<file path="config.mk">
export PLATFORM = sky130hd
export DESIGN_NAME = ps2_pad_poller
export DESIGN_NICKNAME = d
export VERILOG_FILES = /design/src/rtl/ps2_pad_poller.sv
export SDC_FILE = /design/constraint.sdc
export NUM_CORES = 1
export LEC_CHECK = 0
export BUFFER_PORTS_ARGS = -buffer_cell sky130_fd_sc_hd__buf_2
export CORE_MARGIN = 8
export CORE_UTILIZATION = 50
export DETAILED_ROUTE_END_ITERATION = 6
export MAX_ROUTING_LAYER = met4
export PLACE_DENSITY = 0.69
export SYNTH_ARGS = -nofsm -noshare
export SYNTH_HDL_FRONTEND = slang
export SYNTH_SLANG_ARGS = --single-unit
</file>
<file path="constraint.sdc">
create_clock -name clk_50m -period 3 [get_ports clk_50m]
set_input_delay 0.6 -clock clk_50m [delete_from_list [all_inputs] [get_ports clk_50m]]
set_output_delay 0.6 -clock clk_50m [all_outputs]
set_load 0.05 [all_outputs]
</file>
<file path="src/rtl/ps2_pad_poller.sv">
// rtl/ps2_pad_poller.sv - periodic PS2 gamepad poller over the SPI-like pad link
// Polls digital/analog pads, drives rumble bytes and publishes validated frames.
module ps2_pad_poller #(
  parameter int CLK_HALF    = 300,
  parameter int CS_SETUP    = 600,
  parameter int BYTE_GAP    = 600,
  parameter int POLL_PERIOD = 1000000
) (
  input  logic        clk_50m,
  input  logic        rst_n,
  input  logic        enable,
  input  logic        motor_small,
  input  logic [7:0]  motor_large,
  output logic [15:0] ps2_key,
  output logic [7:0]  stick_rx,
  output logic [7:0]  stick_ry,
  output logic [7:0]  stick_lx,
  output logic [7:0]  stick_ly,
  output logic [7:0]  pad_id,
  output logic        analog_mode,
  output logic        pad_present,
  output logic        data_valid,
  output logic        spi_cs,
  output logic        spi_clk,
  output logic        spi_mosi,
  input  logic        spi_miso
);

  localparam int CMAX = (CLK_HALF > CS_SETUP) ? ((CLK_HALF > BYTE_GAP) ? CLK_HALF : BYTE_GAP)
                                              : ((CS_SETUP > BYTE_GAP) ? CS_SETUP : BYTE_GAP);
  localparam int CW = $clog2(CMAX + 1);
  localparam int PW = $clog2(POLL_PERIOD + 1);
  localparam logic [CW-1:0] HALF_LAST  = CW'(CLK_HALF - 1);
  localparam logic [CW-1:0] SETUP_LAST = CW'(CS_SETUP - 1);
  localparam logic [CW-1:0] GAP_LAST   = CW'(BYTE_GAP - 1);
  localparam logic [PW-1:0] POLL_LAST  = PW'(POLL_PERIOD - 1);

  typedef enum logic [2:0] {S_IDLE, S_SETUP, S_SHIFT, S_GAP, S_DONE} state_t;
  state_t state, state_nxt;

  logic [CW-1:0] cyc_cnt;
  logic [PW-1:0] poll_cnt;
  logic [2:0]    bit_idx;
  logic [3:0]    byte_idx;
  logic          phase;
  logic [7:0]    rx, rx_nxt, tx_byte;
  logic          motor_small_q;
  logic [7:0]    motor_large_q;
  logic [7:0]    id_q, sync_q, key_lo, key_hi, ax_rx, ax_ry, ax_lx, ax_ly;
  logic          poll_expired, last_byte, frame_ok, is_analog;

  assign poll_expired = (poll_cnt == POLL_LAST);
  assign is_analog    = (id_q == 8'h73);
  assign last_byte    = (byte_idx == (is_analog ? 4'd8 : 4'd4));
  assign frame_ok     = (id_q == 8'h41 || is_analog) && (sync_q == 8'h5A);
  // miso is taken on the first cycle of the high phase; the bypass keeps CLK_HALF=1 correct
  assign rx_nxt       = (phase && cyc_cnt == '0) ? {spi_miso, rx[7:1]} : rx;

  always_comb begin
    tx_byte = 8'h00;
    case (byte_idx)
      4'd0:    tx_byte = 8'h01;
      4'd1:    tx_byte = 8'h42;
      4'd3:    tx_byte = motor_small_q ? 8'hFF : 8'h00;
      4'd4:    tx_byte = motor_large_q;
      default: tx_byte = 8'h00;
    endcase
  end

  always_ff @(posedge clk_50m or negedge rst_n) begin
    if (!rst_n) state <= S_IDLE;
    else        state <= state_nxt;
  end

  always_comb begin
    state_nxt = state;
    case (state)
      S_IDLE:  if (poll_expired && enable) state_nxt = S_SETUP;
      S_SETUP: if (cyc_cnt == SETUP_LAST) state_nxt = S_SHIFT;
      S_SHIFT: if (phase && cyc_cnt == HALF_LAST && bit_idx == 3'd7) state_nxt = S_GAP;
      S_GAP:   if (cyc_cnt == GAP_LAST) state_nxt = last_byte ? S_DONE : S_SHIFT;
      S_DONE:  state_nxt = S_IDLE;
      default: state_nxt = S_IDLE;
    endcase
  end

  always_comb begin
    spi_cs   = 1'b1;
    spi_clk  = 1'b1;
    spi_mosi = 1'b0;
    case (state)
      S_SETUP, S_GAP: spi_cs = 1'b0;
      S_SHIFT: begin
        spi_cs   = 1'b0;
        spi_clk  = phase;
        spi_mosi = tx_byte[bit_idx];
      end
      default: ;
    endcase
  end

  always_ff @(posedge clk_50m or negedge rst_n) begin
    if (!rst_n) begin
      cyc_cnt       <= '0;
      poll_cnt      <= '0;
      bit_idx       <= 3'd0;
      byte_idx      <= 4'd0;
      phase         <= 1'b0;
      rx            <= 8'h00;
      motor_small_q <= 1'b0;
      motor_large_q <= 8'h00;
      id_q          <= 8'h00;
      sync_q        <= 8'h00;
      key_lo        <= 8'h00;
      key_hi        <= 8'h00;
      ax_rx         <= 8'h80;
      ax_ry         <= 8'h80;
      ax_lx         <= 8'h80;
      ax_ly         <= 8'h80;
      ps2_key       <= 16'h0000;
      stick_rx      <= 8'h80;
      stick_ry      <= 8'h80;
      stick_lx      <= 8'h80;
      stick_ly      <= 8'h80;
      pad_id        <= 8'h00;
      analog_mode   <= 1'b0;
      pad_present   <= 1'b0;
      data_valid    <= 1'b0;
    end else begin
      data_valid <= 1'b0;
      case (state)
        S_IDLE: begin
          if (!poll_expired) poll_cnt <= poll_cnt + 1'b1;
          if (poll_expired && enable) begin
            poll_cnt      <= '0;
            cyc_cnt       <= '0;
            motor_small_q <= motor_small;
            motor_large_q <= motor_large;
          end
        end
        S_SETUP: begin
          if (cyc_cnt == SETUP_LAST) begin
            cyc_cnt  <= '0;
            bit_idx  <= 3'd0;
            byte_idx <= 4'd0;
            phase    <= 1'b0;
          end else begin
            cyc_cnt <= cyc_cnt + 1'b1;
          end
        end
        S_SHIFT: begin
          rx <= rx_nxt;
          if (cyc_cnt == HALF_LAST) begin
            cyc_cnt <= '0;
            phase   <= ~phase;
            if (phase) begin
              bit_idx <= bit_idx + 1'b1;
              if (bit_idx == 3'd7) begin
                case (byte_idx)
                  4'd1:    id_q   <= rx_nxt;
                  4'd2:    sync_q <= rx_nxt;
                  4'd3:    key_lo <= rx_nxt;
                  4'd4:    key_hi <= rx_nxt;
                  4'd5:    ax_rx  <= rx_nxt;
                  4'd6:    ax_ry  <= rx_nxt;
                  4'd7:    ax_lx  <= rx_nxt;
                  4'd8:    ax_ly  <= rx_nxt;
                  default: ;
                endcase
              end
            end
          end else begin
            cyc_cnt <= cyc_cnt + 1'b1;
          end
        end
        S_GAP: begin
          if (cyc_cnt == GAP_LAST) begin
            cyc_cnt  <= '0;
            phase    <= 1'b0;
            byte_idx <= byte_idx + 1'b1;
          end else begin
            cyc_cnt <= cyc_cnt + 1'b1;
          end
        end
        S_DONE: begin
          // the chip-select-high DONE cycle is the first cycle of the poll period
          if (!poll_expired) poll_cnt <= poll_cnt + 1'b1;
          pad_id      <= id_q;
          pad_present <= frame_ok;
          data_valid  <= frame_ok;
          if (frame_ok) begin
            ps2_key     <= ~{key_hi, key_lo};
            analog_mode <= is_analog;
            stick_rx    <= is_analog ? ax_rx : 8'h80;
            stick_ry    <= is_analog ? ax_ry : 8'h80;
            stick_lx    <= is_analog ? ax_lx : 8'h80;
            stick_ly    <= is_analog ? ax_ly : 8'h80;
          end
        end
        default: ;
      endcase
    end
  end

endmodule

</file>
# Word-level counts from Yosys, hierarchy flattened
# Index checks and enable logic that the tools add are counted.
# word_totals
ff_bits	181
latch_bits	0
ram_bits	0
mem_bits_ro	0
wordCells	128
n_memories	0
# classes
add_sub_neg	4
mul	0
n_div	0
order_cmp	1
n_eq_ne	27
n_shift	0
n_mux	37
n_bitwise	2
n_reduce_logical	31
# op_table
cell	n
2-to-1 mux 8 bit	6
2-to-1 mux 20 bit	2
case mux 20 bit (2 select lines)	1
AND reduction 5 bit	8
case mux 8 bit (4 select lines)	1
2-to-1 mux 10 bit	3
case mux 10 bit (3 select lines)	1
== test 8 x 7 -> 1 bit, second input constant	3
2-to-1 mux 3 bit	8
adder 20 x 1 -> 20 bit, second input constant	1
== test 20 bit, second input constant	1
== test 4 x 3 -> 1 bit, second input constant	4
NOT 16 bit	1
2-to-1 mux 4 bit	3
!= test 2 bit, second input constant	6
case mux 3 bit (4 select lines)	1
adder 10 x 1 -> 10 bit, second input constant	1
== test 10 bit, second input constant	1
== test 10 x 9 -> 1 bit, second input constant	1
logical NOT 10 bit	1
== test 4 x 2 -> 1 bit, second input constant	2
case mux 4 bit (2 select lines)	1
AND reduction 4 bit	2
nonzero test 2 bit	4
other kinds (24)	39

# Logic depth before layout (Yosys ltp)
# Gate-level depths: netlist (run 1).
# logic_depth
ltp_word	6
depth_mapped	7
ltp_nobuf	6

# Least setup slack after synthesis (run 1)
# Ideal clock, no wire load.
# synth_timing
path_kind	reg-to-output
startpoint	register bit_idx[0]
endpoint	output spi_mosi
arrival_ns	2.080
required_time_ns	2.400
setup_slack_ns	0.320
path_stages_with_launch	5
cell_sequence	dfrtp_1 -> mux4_2 -> a22oi_1 -> or3b_2 -> a31oi_1
# synth_between
elab_chain_cells	3
# synth_rtl
item	line_no	rtl
start, declared	43	logic [2:0] bit_idx;
start signal, assigned	157	bit_idx <= bit_idx + 1'b1;
binary-select mux 1 bit (select 3 bit)	96	spi_mosi = tx_byte[bit_idx];
2-to-1 mux 1 bit (implied by the code)	96	
2-to-1 mux 1 bit	91	case (state)
end, declared	25	output logic spi_mosi,
# Every way passes these cells. The select of a mux whose other input is x is not followed.

# Final worst setup path (run 1)
# Ends and elaborated chain as after synthesis.

==> results of run 1 <==
where the power goes:
group	internal [mW]	total, mW	switching [mW]	leakage [nW]
clock network	1.27	2.24	0.966	0.292
registers	2.45	2.45	0.00468	2.42
logic	0.0215	0.0800	0.0585	1.85
total	3.74	4.77	1.03	4.56
registers in the layout, indices dropped and copies added, names as in the netlist, 3 cells and up:
name and flops:
ax_rx 8, key_lo 8, id_q 8, motor_large_q 8, rx 8, cyc_cnt 10, stick_rx 8, ps2_key 16
sync_q 8, stick_lx 8, key_hi 8, pad_id 8, ax_ry 8, stick_ly 8, ax_lx 8, stick_ry 8
ax_ly 8, state 3, poll_cnt 20, byte_idx 4, bit_idx 3
layout make-up:
type,count,area (sq um),area share [%]
repair buffers,95,547,5.89
well taps,216,270,2.91
flip-flops and latches,181,4540,48.9
inverters,22,82.6,0.889
multi-input cells,408,3240,34.9
clock inverters,14,164,1.77
clock buffers,18,439,4.73
worst max-delay path by stage:
stage	from	depth (start not counted)	endpoint
2_1_floorplan	bit_idx[0]	4	spi_mosi
3_3_place_gp	poll_cnt[6]	5	motor_large_q[5]
3_5_place_dp	poll_cnt[6]	5	cyc_cnt[6]
4_1_cts	bit_idx[0]	5	spi_mosi
5_1_grt	bit_idx[0]	5	spi_mosi
6_report	bit_idx[0]	5	spi_mosi
logic make-up (layout without fill, tap and decap cells):
family / Yosys count / after routing / share of synthesized area (%)
fa+ha+maj: 10 / 10 / 1.56
compound gates: 137 / 137 / 12.0
flops: 181 / 181 / 56.8
simple gates: 144 / 144 / 10.7
mux: 108 / 108 / 15.2
buf+inv: 56 / 149 / 2.75
xor+xnor: 9 / 9 / 0.986
per-stage QoR:
step | total power [mW] | setup WS (ns) | hold WS [ns] | area, sq um
after global routing | 4.94 | 0.0358 | 0.231 | 9280
final | 4.77 | 0.116 | 0.190 | 9280
after CTS | 4.82 | 0.111 | 0.210 | 9280
after floorplan | 2.51 | 0.320 | 0.304 | 8000
after global placement | 2.58 | 0.573 | 0.446 | 8680
after detailed placement | 2.58 | 0.505 | 0.451 | 8680
per-layer routing:
metal	track usage [%]	up-vias	wire length [um]
li1	-	2562	-
met5	-	-	0
met3	4.06	11	932
met1	24.2	2835	7850
met4	4.75	0	142
met2	30.4	144	8590
cells in the final DEF (no fill, tap or decap), types with 3 or more instances in the layout:
cell         n
dfrtp_1    173
mux2_2     100
buf_2       73
o21ai_0     42
a22o_1      30
inv_1       22
buf_4       20
nor2_1      19
o31ai_1     17
nand2_1     17
clkbuf_16   17
nand4_1     15
and3_1      15
nand3_1     15
nor3_1      10
ha_1        10
o22ai_1      9
nor4_1       8
dfstp_2      8
nand2b_1     7
o211ai_1     7
xnor2_1      7
mux2i_1      7
a31oi_1      6
nor2b_1      5
and4_1       5
o22a_1       5
or3b_2       4
a21oi_1      4
inv_6        4
or4_1        3
and2_1       3
clkinv_4     3
==> key figures, run 1 <==
Setup path
  – Worst endpoint data arrival time: 2.28 ns
  – Crit-path max FO: 8
  – CP Capture Type: output port
  – Startpoint types: register
  – WP data required: 2.40 ns
  – Slowest cell on crit path: dfrtp_1
  – CP bufs+invs: 1
  – Flop2flop setup slack: 0.51 ns
  – Critical path type: register to output port
  – Worst-path cell chain: mux4_2 -> a22oi_1 -> or3b_2 -> a31oi_1 -> buf_2
  – Worst stage delay on the critical path: 0.47 ns
  – Worst reg2reg startpoint: poll_cnt[6]
  – CP top delay family: flip-flops
  – Reg2Reg Depth: 5
  – Worst reg2reg endpoint: cyc_cnt[6]

Placement
  – DP Cell Count: 922
  – Placer Congestion: 0.852
  – # port buffers: 74
  – Detailed placement HPWL: 12.1 mm

Clocking
  – Clock-pin slew on the worst setup and hold paths: 0.07 ns
  – Clk_lat worst skew: 0.43 ns
  – Clk root buf: clkbuf_16
  – CTS max path bufs: 2
  – H-Tree Depth: 4
  – Clk sinks: 181
  – CTS Buf Count: 17
  – Post-CTS Hold Buffers: 0
  – CTS tree: yes
  – Post-CTS setup buffers: 0
  – Post-cts resize count: 0

Floorplanning
  – Standard-cell row count: 46
  – Core footprint: 0.0158 sq mm
  – Die area: 0.0203 sq mm
  – Vert. Die Dim: 142 um
  – Initial Util: 50.7%
  – Die X: 142 um
  – Io pins: 75

STA
  – Count of final hold-check violations: 0
  – Slew HR: 30.4%
  – Slew Viols, Final: 0
  – Tmin final: 2.88 ns
  – Period utilization: 96.1%
  – Clock skew: 0.00941 ns
  – Max Clock Freq: 347 MHz
  – Actual slew at the worst max-slew pin: 1.04 ns
  – TNS Setup: 0 ns
  – RSZ-0062 raised after global routing: false
  – Setup violators final: 0

Global route
  – Number of global-route vias before repair: 5774
  – First-pass GRT wire length: 29.8 mm
  – Pin count of the biggest net entering global routing: 72
  – GRT Util Overall: 19.0%
  – Total grt overflow: 0
  – Initial antenna violation count: 0

Synthesis
  – Count of different cell masters after synthesis: 60
  – Synth Cell Area: 0.00800 sq mm
  – Seq cells post-synth: 181
  – Commonest cells post-synth: dfrtp_1 (173), mux2_2 (100), o21ai_0 (42)
  – Top cell type by total area after synthesis: dfrtp_1
  – Synthesis warning total: 0
  – Area contributors post-synth: dfrtp_1 (54%), mux2_2 (14%), a22o_1 (3.3%)
  – Top-count cell post-synth: dfrtp_1
  – Syn avg cell area: 12.4 sq um
  – Async S/R FF share, synth: 100%
  – Post-synth EDFFs: 0
  – Sequential-to-total area share from yosys stat: 56.8%
  – Post-synth top area share: 54.1%
  – Post-synth top flop: dfrtp_1
  – Mapped Cells: 645
  – Post-Syn Nets: 668

Cells and area
  – Final Util: 58.9%
  – Post-layout net count: 748
  – Cell Count, Final, Fillers Out: 954
  – P&R area growth vs syn: 16.1%
  – Layout cells sized above 1: 33.6%
  – Fillers: 1317
  – ANT cells: 0

Detailed routing
  – Detailed Route Iter0 Violations: 472
  – Via count: 5552
  – Routed wire per std cell: 18.4 um
  – Final wirelength: 17.5 mm
  – # DRC: 0
  – Pre-antenna DRT Iters: 5
  – Routed Antenna Nets: 0
  – Vias/cell: 5.82

Pwr
  – Pwr dens: 514 mW/mm^2
  – Pleak: 4.56 nW
  – Peak VDD IR: 0.000372 V

Hold path
  – HP Class: input port to asynchronous set/reset pin

Flow run
  – Max Cap Violations: 0

Status
  – Status: finished, final reports clean
(Power assumes the default switching activity.)
==> run 2, diff against run 1 <==
==> constraint.sdc (replaced) <==
create_clock -name clk_50m -period 3 [get_ports clk_50m]
set_input_delay 0.9 -clock clk_50m [delete_from_list [all_inputs] [get_ports clk_50m]]
set_output_delay 0.9 -clock clk_50m [all_outputs]
set_load 0.05 [all_outputs]
==> run 2 against run 1 <==
  * Combinational power up 6.6%
  * Worst hold slack better by 0.27 ns
  * Critical path depth unchanged
  * Clock-buffer cell count up 1
  * Total power up 1.6%
  * Clock skew up 0.0014 ns
  * Register-to-register slack worse by 0.03 ns
  * Cell count up 0.42%
  * Global-route usage down 0.41 points
  * Clock power up 3%
  * Wire length unchanged
  * Critical endpoint unchanged
  * Largest cell class unchanged
==> key figures, run 2 (same netlist as run 1, synthesis figures left out) <==
Status
  – Status: finished, final reports clean

Setup path
  – Slowest cell on crit path: dfrtp_2
  – Critical path type: register to output port
  – Worst reg2reg startpoint: poll_cnt[6]
  – CP top delay family: flip-flops
  – Startpoint types: register
  – Crit-path max FO: 3 (-5)
  – Worst-path cell chain: mux4_2 -> a22oi_1 -> or3b_4 -> a31oi_1 -> buf_4
  – CP bufs+invs: 1 (unchanged)
  – Worst endpoint data arrival time: 2.03 ns (-0.25 ns)
  – WP data required: 2.10 ns (-0.30 ns)
  – Critical Path Start: bit_idx[0]
  – Worst stage delay on the critical path: 0.43 ns (-0.04 ns)
  – CP Capture Type: output port

Global route
  – GRT Util Overall: 18.6% (-0.41 points)
  – Total grt overflow: 0 (unchanged)
  – Initial antenna violation count: 0 (unchanged)
  – Number of global-route vias before repair: 5687 (-1.5%)
  – Pin count of the biggest net entering global routing: 68 (-5.6%)
  – First-pass GRT wire length: 29.1 mm (-2.3%)

STA
  – Clock skew: 0.0108 ns (+0.00143 ns)
  – TNS Setup: 0 ns (unchanged)
  – Period utilization: 97.6% (+1.4 points)
  – Count of final hold-check violations: 0 (unchanged)
  – Slew Viols, Final: 0 (unchanged)
  – Setup violators final: 0 (unchanged)
  – Max Clock Freq: 342 MHz (-1.5%)
  – Actual slew at the worst max-slew pin: 1.01 ns (-0.0242 ns)
  – Slew HR: 32.1% (+1.6 points)
  – Final worst slack: 0.0730 ns (-0.0434 ns)
  – Tmin final: 2.93 ns (+0.0434 ns)

Clocking
  – Clk root buf: clkbuf_16
  – CTS tree: yes
  – Clk_lat worst skew: 0.43 ns (about the same)
  – CTS Buf Count: 17 (unchanged)
  – CTS max path bufs: 2 (unchanged)
  – Clock-pin slew on the worst setup and hold paths: 0.07 ns (about the same)
  – H-Tree Depth: 4 (unchanged)
  – Clk sinks: 181 (unchanged)

Cells and area
  – Most frequent cells in the layout: dfrtp_1 (172), mux2_2 (100), buf_2 (72), o21ai_0 (42), a22o_1 (30)
  – ANT cells: 0 (unchanged)
  – Fillers: 1275 (-3.2%)
  – Layout cells sized above 1: 34.4% (+0.76 points)
  – Most flop-heavy register: poll_cnt
  – Max reg flops: 20 (unchanged)
  – P&R area growth vs syn: 17.1%
  – Post-layout net count: 752 (+0.53%)
  – Biggest regs: poll_cnt (20), ps2_key (16), cyc_cnt (10)
  – Most common cell after layout, fill and taps aside: dfrtp_1

Pwr
  – Peak VDD IR: 0.000356 V (-4.2%)
  – Pleak: 4.60 nW (+0.90%)
  – Pwr dens: 518 mW/mm^2 (+0.74%)
  – Total power: 4.85 mW (+1.6%)

Placement
  – Placer Congestion: 0.819 (-3.9%)
  – Setup Slack @ Placement: 0.340 ns (-0.165 ns)
  – # port buffers: 74 (unchanged)
  – Detailed placement HPWL: 12.1 mm (-0.28%)

Flow run
  – Max Cap Violations: 0 (unchanged)

Detailed routing
  – Routed Antenna Nets: 0 (unchanged)
  – Met2 WL: 8.41 mm (-2.2%)
  – Pre-antenna DRT Iters: 5 (unchanged)
  – Detailed Route Iter0 Violations: 364 (-23%)
  – Met3 WL: 874 um (-6.2%)
  – Routed wire per std cell: 18.3 um (-0.42%)
  – Routed met1 length: 8.08 mm (+2.9%)
  – # DRC: 0 (unchanged)
  – Vias/cell: 5.77 (-0.92%)
  – Final wirelength: 17.5 mm (unchanged)
  – Top sig layer: met4
  – Via count: 5524 (-0.50%)

Floorplanning
  – Standard-cell row count: 46 (unchanged)
  – Die area: 0.0203 sq mm (unchanged)
  – Core footprint: 0.0158 sq mm (unchanged)
  – Die X: 142 um (unchanged)
  – Io pins: 75 (unchanged)
  – Vert. Die Dim: 142 um (unchanged)
  – Initial Util: 50.7% (unchanged)

Hold path
  – HP Class: input port to asynchronous set/reset pin
==> run 2: changes by cell type in the layout (fill, tap and decap cells not counted), sizes merged <==
cell	delta
bufinv	+1
clkbuf	+1
inv	-2
buf	+4
clkinvlp	-2
clkinv	+2
==> run 2: layout make-up <==
cell class	instances	area (sq um)	share of cell area, %
Inverter	22	82.6	0.882
Sequential cell	181	4540	48.5
Tap cell	216	270	2.89
Clock inverter	13	171	1.83
Clock buffer	19	443	4.73
Multi-Input combinational cell	408	3250	34.7
Timing Repair Buffer	99	604	6.46
==> run 2: power breakdown <==
part           internal, mW  total, mW  switching, mW  leakage (nW)
clock network          1.35       2.31          0.960         0.306
registers              2.45       2.45        0.00461          2.42
logic                0.0250     0.0853         0.0603          1.87
==> run 2: layer usage <==
| layer | vias up | GRT usage (%) |
|---|---|---|
| met3 | 20 | 3.66 |
| met4 | 0 | 5.37 |
| met1 | 2802 | 23.9 |
| met5 | - | - |
| li1 | 2579 | - |
| met2 | 123 | 29.3 |
==> run 2: stage by stage <==
step	cell area [sq um]	hold slack (ns)	instances	utilization, %
2_1_floorplan	8000	0.436	645	-
3_3_place_gp	8720	0.447	924	55.3
3_5_place_dp	8720	0.460	924	55.3
4_1_cts	9350	0.469	957	59.3
5_1_grt	9360	0.492	958	59.4
6_report	9360	0.461	958	59.4
==> run 2: final timing paths <==
path                                to  slack [ns]  depth (start not counted)
max                           spi_mosi        0.07                          5
min                        ps2_key[14]        0.46                          1
max reg2reg                 cyc_cnt[1]        0.48                          5
min reg2reg                 ps2_key[2]        0.46                          1
max in group asynchronous     ax_ry[7]        1.79                          2
min in group clk_50m        ps2_key[2]        0.46                          1
==> run 2: worst register-to-register path, delay by kind of cell, from the launching register on <==
| kind | cells | cell delay (ns) |
|---|---|---|
| compound gates | 2 | 0.57 |
| buf+inv | 1 | 0.25 |
| flops | 1 | 0.42 |
| simple gates | 2 | 1.14 |
==> run 2: what timing repair did <==
item | in CTS | in global routing
cloned | 0 | 0
pin swaps | 1 | 1
endpoints found under the setup margin | 1 | 1
hold buffers | 0 | 0
buffers inserted | 1 | 1
gates resized for setup | 4 | 2
